--- src/rtl/usb_rx_nrzi_unstuff.sv ---
// HS receive front end: NRZI decode, SYNC hunt, bit unstuffing and LSB-first
// deserialisation with EOP, stuff-error, squelch-abort and babble detection.
module usb_rx_nrzi_unstuff #(
    parameter int SYNC_MIN_ZEROS = 12,
    parameter int MAX_BYTES      = 1027
) (
    input  logic       clock_480,
    input  logic       reset,
    input  logic       data_in,
    input  logic       squelch,
    output logic       rx_active,
    output logic       rx_valid,
    output logic [7:0] rx_data,
    output logic       rx_error
);

    localparam int ZW = $clog2(SYNC_MIN_ZEROS + 1);
    localparam int BW = $clog2(MAX_BYTES + 2);
    localparam logic [ZW-1:0] SYNC_MIN_C = ZW'(SYNC_MIN_ZEROS);
    localparam logic [BW-1:0] BABBLE_C   = BW'(MAX_BYTES + 1);

    typedef enum logic [1:0] {
        ST_IDLE  = 2'd0,
        ST_HUNT  = 2'd1,
        ST_DATA  = 2'd2,
        ST_DRAIN = 2'd3
    } state_t;

    state_t          state_r;
    logic            prev_line_r;
    logic [ZW-1:0]   zero_cnt_r;
    logic [2:0]      bit_cnt_r;
    logic [2:0]      ones_cnt_r;
    logic [BW-1:0]   byte_cnt_r;
    logic [7:0]      shreg_r;
    logic            rx_active_r;
    logic            rx_valid_r;
    logic [7:0]      rx_data_r;
    logic            rx_error_r;

    logic            decoded_s;
    logic [7:0]      shifted_s;
    logic [BW-1:0]   byte_cnt_inc_s;

    // NRZI decode (no transition = 1) and the next shift-register value
    always_comb begin
        decoded_s      = (data_in == prev_line_r);
        shifted_s      = {decoded_s, shreg_r[7:1]};
        byte_cnt_inc_s = byte_cnt_r + BW'(1);
    end

    // Receive state machine with registered outputs
    always_ff @(posedge clock_480 or posedge reset) begin
        if (reset) begin
            state_r     <= ST_IDLE;
            prev_line_r <= 1'b0;
            zero_cnt_r  <= '0;
            bit_cnt_r   <= 3'd0;
            ones_cnt_r  <= 3'd0;
            byte_cnt_r  <= '0;
            shreg_r     <= 8'h00;
            rx_active_r <= 1'b0;
            rx_valid_r  <= 1'b0;
            rx_data_r   <= 8'h00;
            rx_error_r  <= 1'b0;
        end else begin
            prev_line_r <= data_in;
            rx_valid_r  <= 1'b0;
            rx_error_r  <= 1'b0;
            case (state_r)
                ST_IDLE: begin
                    zero_cnt_r <= '0;
                    if (!squelch) begin
                        state_r <= ST_HUNT;
                    end
                end
                ST_HUNT: begin
                    if (squelch) begin
                        state_r    <= ST_IDLE;
                        zero_cnt_r <= '0;
                    end else if (!decoded_s) begin
                        if (zero_cnt_r < SYNC_MIN_C) begin
                            zero_cnt_r <= zero_cnt_r + ZW'(1);
                        end
                    end else if (zero_cnt_r >= SYNC_MIN_C) begin
                        state_r     <= ST_DATA;
                        rx_active_r <= 1'b1;
                        zero_cnt_r  <= '0;
                        bit_cnt_r   <= 3'd0;
                        ones_cnt_r  <= 3'd0;
                        byte_cnt_r  <= '0;
                        shreg_r     <= 8'h00;
                    end else begin
                        zero_cnt_r <= '0;
                    end
                end
                ST_DATA: begin
                    if (squelch) begin
                        // Losing the line mid-byte is an abort; at a byte boundary it is benign
                        state_r     <= ST_IDLE;
                        rx_active_r <= 1'b0;
                        rx_error_r  <= (bit_cnt_r != 3'd0);
                    end else if (ones_cnt_r == 3'd6) begin
                        ones_cnt_r <= 3'd0;
                        if (decoded_s) begin
                            // Seventh one: EOP only when it completes the 0+six-1s pattern
                            state_r     <= ST_DRAIN;
                            rx_active_r <= 1'b0;
                            rx_error_r  <= (bit_cnt_r != 3'd7);
                        end
                    end else begin
                        shreg_r    <= shifted_s;
                        ones_cnt_r <= decoded_s ? (ones_cnt_r + 3'd1) : 3'd0;
                        bit_cnt_r  <= bit_cnt_r + 3'd1;
                        if (bit_cnt_r == 3'd7) begin
                            rx_data_r  <= shifted_s;
                            rx_valid_r <= 1'b1;
                            byte_cnt_r <= byte_cnt_inc_s;
                            if (byte_cnt_inc_s == BABBLE_C) begin
                                state_r     <= ST_DRAIN;
                                rx_active_r <= 1'b0;
                                rx_error_r  <= 1'b1;
                            end
                        end
                    end
                end
                ST_DRAIN: begin
                    if (squelch) begin
                        state_r <= ST_IDLE;
                    end
                end
                default: begin
                    state_r     <= ST_IDLE;
                    rx_active_r <= 1'b0;
                end
            endcase
        end
    end

    assign rx_active = rx_active_r;
    assign rx_valid  = rx_valid_r;
    assign rx_data   = rx_data_r;
    assign rx_error  = rx_error_r;

endmodule

--- config.mk ---
export PLATFORM = sky130hd
export DESIGN_NAME = usb_rx_nrzi_unstuff
export DESIGN_NICKNAME = d
export VERILOG_FILES = /design/src/rtl/usb_rx_nrzi_unstuff.sv
export SDC_FILE = /design/constraint.sdc
export NUM_CORES = 1
export LEC_CHECK = 0
export BUFFER_PORTS_ARGS = -buffer_cell sky130_fd_sc_hd__buf_2
export CAP_MARGIN = 15
export CORE_MARGIN = 10
export CORE_UTILIZATION = 40
export DETAILED_ROUTE_END_ITERATION = 16
export PLACE_DENSITY_LB_ADDON = 0.15
export SYNTH_ARGS = -nofsm -noshare
export SYNTH_HDL_FRONTEND = slang
export SYNTH_SLANG_ARGS = --single-unit
--- constraint.sdc ---
create_clock -name clock_480 -period 3.8 [get_ports clock_480]
set_clock_uncertainty 0.2 [all_clocks]
set_input_delay 0.38 -clock clock_480 [delete_from_list [all_inputs] [get_ports clock_480]]
set_output_delay 0.38 -clock clock_480 [all_outputs]
set_load 0.01 [all_outputs]
==> results of run 1 <==
## power groups by stage
stage          clock [uW]  combinational (uW)  sequential [uW]
6_report              308                36.1              464
5_1_grt               337                42.8              467
4_1_cts               316                37.5              464
3_5_place_dp            0                37.3              473
3_3_place_gp            0                36.8              473
2_1_floorplan           0                27.1              471
## layer usage
metal	GRT usage (%)	share of wire, %	vias to the layer above
met5	0	0	-
met4	3.92	1.3	0
met3	3.70	4.6	5
met2	15.6	42	21
met1	13.9	52	712
li1	-	-	773
## worst max-delay path, stage by stage (launching register included)
cell     delay, ns
dfrtp_1       0.42
ha_1          0.21
ha_1          0.21
nand3_1       0.09
or2_1         0.55
inv_2         0.25
nand4_1       0.15
o21ai_1       0.06
## cell families (layout without fill, tap and decap cells)
logic type	Yosys count	after routing	synth area share (%)
AOI/OAI and AO/OA	53	53	16.8
xor gates and xnor gates	3	3	1.30
adders and majority gates	7	7	4.33
buffers and inverters	18	33	4.09
DFF	42	42	52.0
muxes	1	1	0.495
and+or+nand+nor	88	88	20.9
## metrics by stage
step	instances	area, sq um	util [%]
6_report	294	2230	46.3
5_1_grt	294	2230	46.3
4_1_cts	294	2230	46.3
3_5_place_dp	286	2140	44.4
3_3_place_gp	286	2140	44.4
2_1_floorplan	212	2020	-
## flip-flops by register name, summed over array words and instances (netlist names)
register and cells:
rx_valid 1, state_r 2, rx_error 1, zero_cnt_r 4, rx_data 8, byte_cnt_r 11
bit_cnt_r 3, prev_line_r 1, shreg_r 7, ones_cnt_r 3, rx_active 1
## cell type report
type,instances,area [sq um]
clock buffer,6,82.6
clock inverter,2,12.5
fill,470,2580
inverter,10,37.5
multi-input combinational,152,887
sequential,42,1050
tap,67,83.8
timing repair buffer,15,77.6
## cell usage after synthesis, types with 3 or more instances
library cell	instances
nand2b_1	3
ha_1	7
nand3_1	5
buf_2	3
inv_1	9
nand2_1	40
dfrtp_1	42
clkbuf_1	3
a22o_1	8
nand4_1	3
a21oi_1	4
o21ai_0	22
o31ai_1	4
a31oi_1	4
nor2_1	16
nor3_1	6
a21o_1	3
## placed cells by master, fill, tap and decap left out, types with 2 or more instances in the layout
cell	Yosys	final
a21o_1	3	3
a21oi_1	4	4
a22o_1	8	8
a31oi_1	4	4
buf_2	3	14
clkbuf_8	0	6
dfrtp_1	42	42
ha_1	7	7
inv_1	9	9
nand2_1	40	40
nand2b_1	3	3
nand3_1	5	5
nand3b_1	2	2
nand4_1	3	3
nor2_1	16	16
nor3_1	6	6
nor4_1	2	2
o21ai_0	22	22
o21ai_1	2	2
o31ai_1	4	4
o41ai_1	2	2
or2_1	2	2
xnor2_1	2	2
## worst max path at each step
stage,end,from,depth (start not counted)
2_1_floorplan,rx_active$_DFFE_PP0P_,byte_cnt_r[0]$_DFFE_PP0P_,6
6_report,byte_cnt_r[9]$_DFFE_PP0P_,bit_cnt_r[0]$_DFFE_PP0P_,7
3_5_place_dp,byte_cnt_r[9]$_DFFE_PP0P_,bit_cnt_r[0]$_DFFE_PP0P_,7
3_3_place_gp,byte_cnt_r[9]$_DFFE_PP0P_,bit_cnt_r[0]$_DFFE_PP0P_,7
4_1_cts,byte_cnt_r[9]$_DFFE_PP0P_,bit_cnt_r[0]$_DFFE_PP0P_,7
5_1_grt,byte_cnt_r[9]$_DFFE_PP0P_,bit_cnt_r[0]$_DFFE_PP0P_,7
==> impl_metrics.tcl, run 1 <==
set metrics [dict create \
    power_uw 809 \
    synth_area_sq_mm 0.00202 \
    hp-class "input port to async pin" \
    synthCells 212 \
    die_h_microns 91.1 \
    finalMaxSlewViolations 0 \
    post_cts_buffers 0 \
    seq_area_frac_synth_pct 52.0 \
    cts_tree "yes" \
    finalSetupViolations 0 \
    nets 237 \
    cts_buffer_depth 2 \
    initial_core_util_pct 41.9 \
    dr.pass1.iters 4 \
    outcome "finished with violations" \
    violations "hold timing" \
    period_share_pct 59.3 \
    groute.usage.overall_pct 10.6 \
    syn-num-nets 223 \
    clkPwrFrac_pct 38.1 \
    power.leakage_uw 0.00105 \
    drv_cap 0 \
    die_width_microns 91.1 \
    grt_pass1_vias 1500 \
    ctsRootBufferMaster "clkbuf_8" \
    clk_pin_slew_ns 0.08 \
    tns_ns 0 \
    rsz0062_at_grt "no" \
    fin_hold_ws_ns -0.0179 \
    synth_top_area_share_pct 52.0 \
    area_growth_pct 10.5 \
    reg2reg_setup_slack_ns 1.54 \
    ys_ff_latch 42 \
    critPathCaptureType "flip-flop" \
    clock_sinks 42 \
    finalHoldViolations 18 \
    yosys_warnings 0 \
    dpl.hpwl_microns 2790 \
    syn_area_per_cell_sq_um 9.53 \
    synthFlopType "dfrtp_1" \
    worstMarginPinSlew_ns 0.724 \
    synthDistinctLibCells 41 \
    row_count 25 \
    core_area_sq_mm 0.00482 \
    r2r_cells 7 \
    startpoint_type "flip-flop" \
    vias_per_cell 5.14 \
    seqPwrFrac_pct 57.4 \
    portBuffers 14 \
    required_ns 3.79 \
    drive_gt1_share_pct 12.8 \
    io_pins 15 \
    cts_buffers 5 \
    grt_max_degree 25 \
    synth_top_area_cell "dfrtp_1" \
    grt-ovfl-total 0 \
    ant_nets 0 \
    crit_type "flip-flop to flip-flop" \
    place_ws_ns 1.54 \
    cp.arrival_ns 2.24 \
    wl_per_cell_microns 13.8 \
    r2r_end "byte_cnt_r[9]$_DFFE_PP0P_" \
    relSlewSlack_pct 51.6 \
    clkLatencyLatePin_ns 0.30 \
    ctsHoldBuffers 0 \
    p_switching_uw 196 \
    drc 0 \
    min_period_ns 2.26 \
    place_congestion 0.795 \
    p_int_uw 612 \
    fmax_mhz 443 \
    cts_resized 0 \
    grt_first_pass_wirelength_microns 7290 \
    htreeDepth 2 \
    layout_setup_ws_ns 1.54 \
    yosys-top-cells-area "dfrtp_1 (52%), nand2_1 (7.4%), o21ai_0 (5.4%)" \
    drtIter0Drc 114 \
    path_max_fanout 17 \
    wirelength_microns 4050 \
    vias 1511 \
    p_per_area_mw_per_mm2 362 \
    r2r_start "bit_cnt_r[0]$_DFFE_PP0P_" \
    synth-async-reset-ratio_pct 100 \
    sw_frac_of_total_pct 24.3 \
    grt_antenna_before_repair 0 \
    comb_power_share_pct 4.5 \
    dieArea_sq_mm 0.00829 \
    antennaDiodeCount 0 \
    synth_edf_count 0 \
    vdd_drop_max_uv 213 \
]
Power figures use the tool's default switching activity.
==> inputs of run 2 (changes only) <==
Settings changed: ABC_AREA set to 1.
Clock period 3.8 ns to 1.85 ns, I/O delays scaled along.
==> run 2 against run 1 <==
Via count rose by 20%. Register-to-register slack lost 1.6 ns. Sequential share of layout area is 8.4 points lower. Die area up 3.4%. Power rose to 3.3 times the previous value. Hold slack gained 0.13 ns. Area after synthesis is 4.4% higher. Largest cell class unchanged. First-iteration DRC count fell by 39%. The run ends with setup timing left. Highest routed layer unchanged. Non-clock buffer count grew 22. Critical path depth grew 5. Synthesized cell count is 22% higher.
==> impl_metrics.tcl, run 2 <==
set metrics [dict create \
    worstMarginPinSlew_ns 0.429 \
    synth_most_common_cell "nand2_1" \
    drive_gt1_share_pct 31.6 \
    min_to "rx_error$_DFF_PP0_" \
    most-common-layout-cells "nand2_1 (52), dfrtp_1 (39), inv_1 (35)" \
    period_share_pct 103 \
    portBuffers 14 \
    core_area_sq_mm 0.00511 \
    fin_hold_ws_ns 0.114 \
    power.leakage_uw 0.00131 \
    critPathCaptureType "flip-flop" \
    row_count 26 \
    finalSetupViolations 2 \
    grt_use_met2_pct 18.6 \
    vias 1807 \
    relSlewSlack_pct 71.4 \
    clk_pin_slew_ns 0.08 \
    synth-async-reset-ratio_pct 100 \
    grt_pass1_vias 1845 \
    cts_tree "yes" \
    ant_nets 0 \
    startpoint_type "flip-flop" \
    cp.arrival_ns 1.88 \
    crit_type "flip-flop to flip-flop" \
    grt-ovfl-total 0 \
    largest_register_ffs 11 \
    layout_setup_ws_ns -0.0486 \
    hp-start "squelch" \
    hold_path_depth 3 \
    vdd_drop_max_uv 574 \
    post-place-cells 354 \
    r2r_end "state_r[1]$_DFFE_PP0P_" \
    clock_sinks 42 \
    syn-num-nets 269 \
    path_max_fanout 5 \
    syn_area_per_cell_sq_um 8.18 \
    ys_ff_latch 42 \
    min_period_ns 1.90 \
    cts_buffer_depth 2 \
    nFillCells 481 \
    yosys_warnings 0 \
    synthCells 258 \
    met3_usage_pct 3.31 \
    die_width_microns 92.6 \
    grt_busiest_layer "met2" \
    final_common_cell "nand2_1" \
    crit_buf_inv 2 \
    grt_first_pass_wirelength_microns 8220 \
    required_ns 1.83 \
    outcome "finished with violations" \
    vias_per_cell 4.87 \
    tns_ns -0.0786 \
    antennaDiodeCount 0 \
    finalMaxSlewViolations 0 \
    groute.usage.overall_pct 11.6 \
    initial_core_util_pct 41.3 \
    area_growth_pct 29.4 \
    dr.pass1.iters 4 \
    seq_area_frac_synth_pct 49.8 \
    htreeDepth 2 \
    grt_max_degree 34 \
    ys_top_cells_by_count "nand2_1 (63), dfrtp_1 (42), inv_1 (40)" \
    reg2reg_setup_slack_ns -0.05 \
    dpl.hpwl_microns 3210 \
    drtIter0Drc 70 \
    dieArea_sq_mm 0.00858 \
    io_pins 15 \
    grt_antenna_before_repair 0 \
    drc 0 \
    drv_cap 0 \
    crit_path_cell_trace "buf_6 -> nand3_4 -> nor2_4 -> buf_4 -> nand3_1 -> nand2_1 -> nor2_2 -> nand3_2 -> nand2_4 -> nand3_2 -> nand2_1 -> nand2_1" \
    synth_edf_count 0 \
    violations "setup timing" \
    cpMostUsedCell "nand2_1" \
    r2r_cells 12 \
    ctsRootBufferMaster "clkbuf_8" \
    hp-class "input port to flip-flop" \
    cpPeakStageDelay_ns 0.44 \
    rsz0062_at_grt "yes" \
    die_h_microns 92.6 \
    synth_top_area_cell "dfrtp_1" \
    synthFlopType "dfrtp_1" \
    r2r_start "byte_cnt_r[0]$_DFFE_PP0P_" \
    cts_buffers 5 \
    finalHoldViolations 0 \
    met1_usage_pct 14.1 \
    synth_area_sq_mm 0.00211 \
    nets 311 \
    largest-register "byte_cnt_r" \
    crit_family "simple AND/OR/NAND/NOR gates" \
    wl_per_cell_microns 12.8 \
    wirelength_microns 4740 \
    instances_no_fill 371 \
    yosys-top-cells-area "dfrtp_1 (50%), nand2_1 (11%), inv_1 (7.1%)" \
    p_per_area_mw_per_mm2 985 \
    clkLatencyLatePin_ns 0.29 \
    place_congestion 0.813 \
    fmax_mhz 527 \
    synthDistinctLibCells 26 \
    crit_path_top_delay_cell "dfrtp_1" \
    synth_top_area_share_pct 49.8 \
]
run 2: worst max-delay path by stage:
stage	startpoint	end	slack (ns)	depth (start not counted)
after CTS	byte_cnt_r[0]$_DFFE_PP0P_	state_r[1]$_DFFE_PP0P_	0.002	12
after floorplan	byte_cnt_r[0]$_DFFE_PP0P_	state_r[1]$_DFFE_PP0P_	0.05	12
after detailed placement	byte_cnt_r[0]$_DFFE_PP0P_	state_r[1]$_DFFE_PP0P_	-0.07	12
after global routing	byte_cnt_r[0]$_DFFE_PP0P_	state_r[1]$_DFFE_PP0P_	-0.20	12
after global placement	byte_cnt_r[0]$_DFFE_PP0P_	state_r[1]$_DFFE_PP0P_	0.02	12
final	byte_cnt_r[0]$_DFFE_PP0P_	state_r[1]$_DFFE_PP0P_	-0.05	12
run 2: what timing repair did:
| action | in CTS | in global routing |
|---|---|---|
| gates cloned | 0 | 0 |
| gates resized for setup | 3 | 56 |
| hold buffers | 2 | 0 |
| setup buffers | 1 | 6 |
| pin swaps | 1 | 24 |
| endpoints found under the hold margin | 10 | 0 |
| setup endpoints to repair | 3 | 29 |
run 2: cell type report:
type | count | area [sq um] | area share (%)
sequential | 42 | 1050 | 38.7
multi-input combinational | 169 | 1050 | 38.5
timing repair buffer | 37 | 268 | 9.81
inverter | 45 | 176 | 6.46
tap | 70 | 87.6 | 3.21
clock buffer | 7 | 86.3 | 3.16
clock inverter | 1 | 5.00 | 0.183
run 2: worst reg2reg max path, cell delays in order, from the launching register on:
cell	delay [ns]
dfrtp_1	0.44
buf_6	0.15
nand3_4	0.10
nor2_4	0.05
buf_4	0.12
nand3_1	0.05
nand2_1	0.09
nor2_2	0.16
nand3_2	0.11
nand2_4	0.12
nand3_2	0.06
nand2_1	0.08
nand2_1	0.05
run 2: where the power goes:
part / switching [uW] / internal, uW / leakage (uW)
sequential: 98.3 / 1060 / 0.000571
combinational: 561 / 360 / 0.000691
clock: 303 / 301 / 0.0000482
total: 962 / 1730 / 0.00131
run 2: per-stage QoR:
step                      total power, uW  instance area [sq um]  worst slack [ns]  util, %
after floorplan                      1710                   2110            0.0452        -
final                                2690                   2730           -0.0486     53.4
after global routing                 2900                   2730            -0.196     53.4
after CTS                            2590                   2500           0.00202     49.0
after global placement               1970                   2370            0.0188     46.5
after detailed placement             1970                   2370           -0.0689     46.5
run 2: cell families after synthesis:
logic type / synth area share, %
AND/OR/NAND/NOR: 23.1
AO/OA/AOI/OAI: 13.6
buffers and inverters: 8.48
flip-flops: 49.8
adder cells (fa/ha/maj): 4.15
XOR/XNOR: 0.831
run 2: routing by layer:
layer,vias to the layer above,share of wire [%]
met1,841,46
met2,36,48
li1,926,-
met5,-,0
met4,0,1.2
met3,4,4.2
==> inputs of run 3 (changes only) <==
Settings changed: ABC_AREA 1 to 0.
==> run 3 against run 2 <==
The run still ends with setup timing left. Register-to-register slack hardly changed. Setup slack lost 0.0031 ns. Flip-flop and latch count stayed put. Wire length decreased by 3.4%. Cell area up 1.1%. Power decreased by 36%. Via count shrank 6.8%. Maximum frequency fell by 0.16%. Sequential power decreased by 18%. Largest power group unchanged.
==> impl_metrics.tcl, run 3 (synthesized netlist as in run 1, its figures left out) <==
set metrics [dict create \
    fin_hold_ws_ns 0.0549 \
    ctsRootBufferMaster "clkbuf_8" \
    most-common-layout-cells "dfrtp_1 (42), nand2_1 (39), buf_4 (38)" \
    hp-start "squelch" \
    rsz0062_at_grt "yes" \
    htreeDepth 2 \
    path_max_fanout 2 \
    startpoint_type "flip-flop" \
    instances_no_fill 336 \
    cpPeakStageDelay_ns 0.40 \
    drive_gt1_share_pct 34.6 \
    dpl.hpwl_microns 3120 \
    cts_tree "yes" \
    layout_setup_ws_ns -0.0516 \
    antennaDiodeCount 0 \
    nets 279 \
    vias 1684 \
    relSlewSlack_pct 65.3 \
    dieArea_sq_mm 0.00829 \
    outcome "finished with violations" \
    dr.pass1.iters 4 \
    r2r_start "byte_cnt_r[0]$_DFFE_PP0P_" \
    vias_per_cell 5.01 \
    drc 0 \
    place_congestion 0.782 \
    ant_nets 0 \
    grt-ovfl-total 0 \
    drtIter0Drc 69 \
    final_common_cell "dfrtp_1" \
    groute.usage.overall_pct 11.5 \
    largest-register "byte_cnt_r" \
    cts_buffer_depth 2 \
    fin_area_sq_mm 0.00276 \
    cp.arrival_ns 1.94 \
    crit_path_cell_trace "ha_4 -> nand3_4 -> or2_4 -> a311o_1 -> a31oi_2 -> o32a_1" \
    crit_path_top_delay_cell "dfrtp_1" \
    grt_antenna_before_repair 0 \
    power.leakage_uw 0.00128 \
    die_width_microns 91.1 \
    core_area_sq_mm 0.00482 \
    period_share_pct 103 \
    power_uw 1710 \
    finalHoldViolations 0 \
    crit_buf_inv 0 \
    grt_pass1_vias 1774 \
    min_period_ns 1.90 \
    hp-class "input port to flip-flop" \
    drv_cap 0 \
    final_core_util_pct 57.2 \
    critPathCaptureType "flip-flop" \
    clock_sinks 42 \
    crit_start "byte_cnt_r[0]$_DFFE_PP0P_" \
    post-place-cells 316 \
    violations "setup timing" \
    grt_max_degree 43 \
    required_ns 1.89 \
    wirelength_microns 4580 \
    crit_family "compound AO/OA/AOI/OAI gates" \
    worstMarginPinSlew_ns 0.521 \
    wl_per_cell_microns 13.6 \
    cts_buffers 5 \
    clkLatencyLatePin_ns 0.30 \
    place_area_sq_mm 0.00241 \
    crit_type "flip-flop to flip-flop" \
    fmax_mhz 526 \
    finalSetupViolations 2 \
    area_growth_pct 36.5 \
    row_count 25 \
    vdd_drop_max_uv 451 \
    finalMaxSlewViolations 0 \
    largest_register_ffs 11 \
    io_pins 15 \
    p_per_area_mw_per_mm2 621 \
    initial_core_util_pct 41.9 \
    die_h_microns 91.1 \
    clk_pin_slew_ns 0.09 \
    portBuffers 14 \
    grt_first_pass_wirelength_microns 8140 \
]
[run 3: cell count changes in the layout (fill, tap and decap cells not counted), moves of 8 or more]
cell and delta:
inv_1 -27, buf_4 +20, o21ai_0 -15, nand2_1 -13, nand2_2 -8, nor2_4 -8
o21ai_1 +8, o22ai_1 -8
[run 3: worst reg2reg max path: stages, from the launching register on]
cell,delay (ns)
dfrtp_1,0.40
ha_4,0.17
nand3_4,0.09
or2_4,0.25
a311o_1,0.34
a31oi_2,0.23
o32a_1,0.17
[run 3: routing by layer]
layer | routed length (microns) | share of wire, % | GRT usage (%) | vias to the layer above
met5 | 0 | 0 | 0 | -
met4 | 39 | 0.85 | 3.26 | 0
met3 | 193 | 4.2 | 3.13 | 4
met2 | 2130 | 47 | 18.2 | 19
met1 | 2210 | 48 | 15.1 | 807
li1 | - | - | - | 854
[run 3: cell type report]
type,count,area [sq um]
fill,451,2060
clock inverter,2,12.5
sequential,42,1050
inverter,10,45.0
tap,67,83.8
clock buffer,6,82.6
multi-input combinational,153,1070
timing repair buffer,56,415
[run 3: timing repair]
item	4_1_cts	5_1_grt
gates resized for setup	8	35
setup endpoints to repair	19	26
hold endpoints to repair	43	0
hold buffers	2	0
gates cloned	0	1
pin swaps	6	9
buffers inserted	6	3
[run 3: final timing paths]
kind                                        endpoint  slack, ns  cells past startpoint
min in group asynchronous  byte_cnt_r[5]$_DFFE_PP0P_       0.35                      4
max                            rx_active$_DFFE_PP0P_      -0.05                      6
max reg2reg                    rx_active$_DFFE_PP0P_      -0.05                      6
min reg2reg                   rx_data[3]$_DFFE_PP0P_       0.27                      2
min                           state_r[1]$_DFFE_PP0P_       0.05                      2
max in group asynchronous     rx_data[7]$_DFFE_PP0P_       0.74                      4
[run 3: report_power, final]
| part | total (uW) | switching (uW) | internal (uW) | leakage, uW |
|---|---|---|---|---|
| Sequential | 952 | 18.6 | 934 | 0.000558 |
| Clock | 623 | 323 | 300 | 0.0000472 |
| Combinational | 137 | 71.6 | 65.1 | 0.000671 |
| Total | 1710 | 413 | 1300 | 0.00128 |
[run 3: per-stage QoR]
| stage | worst slack, ns | TNS [ns] |
|---|---|---|
| finish | -0.0516 | -0.0706 |
| global route | -0.138 | -0.405 |
| CTS | -0.0532 | -0.0901 |
| detailed placement | -0.101 | -0.355 |
| global placement | -0.0618 | -0.137 |
| floorplan | -0.00772 | -0.00772 |
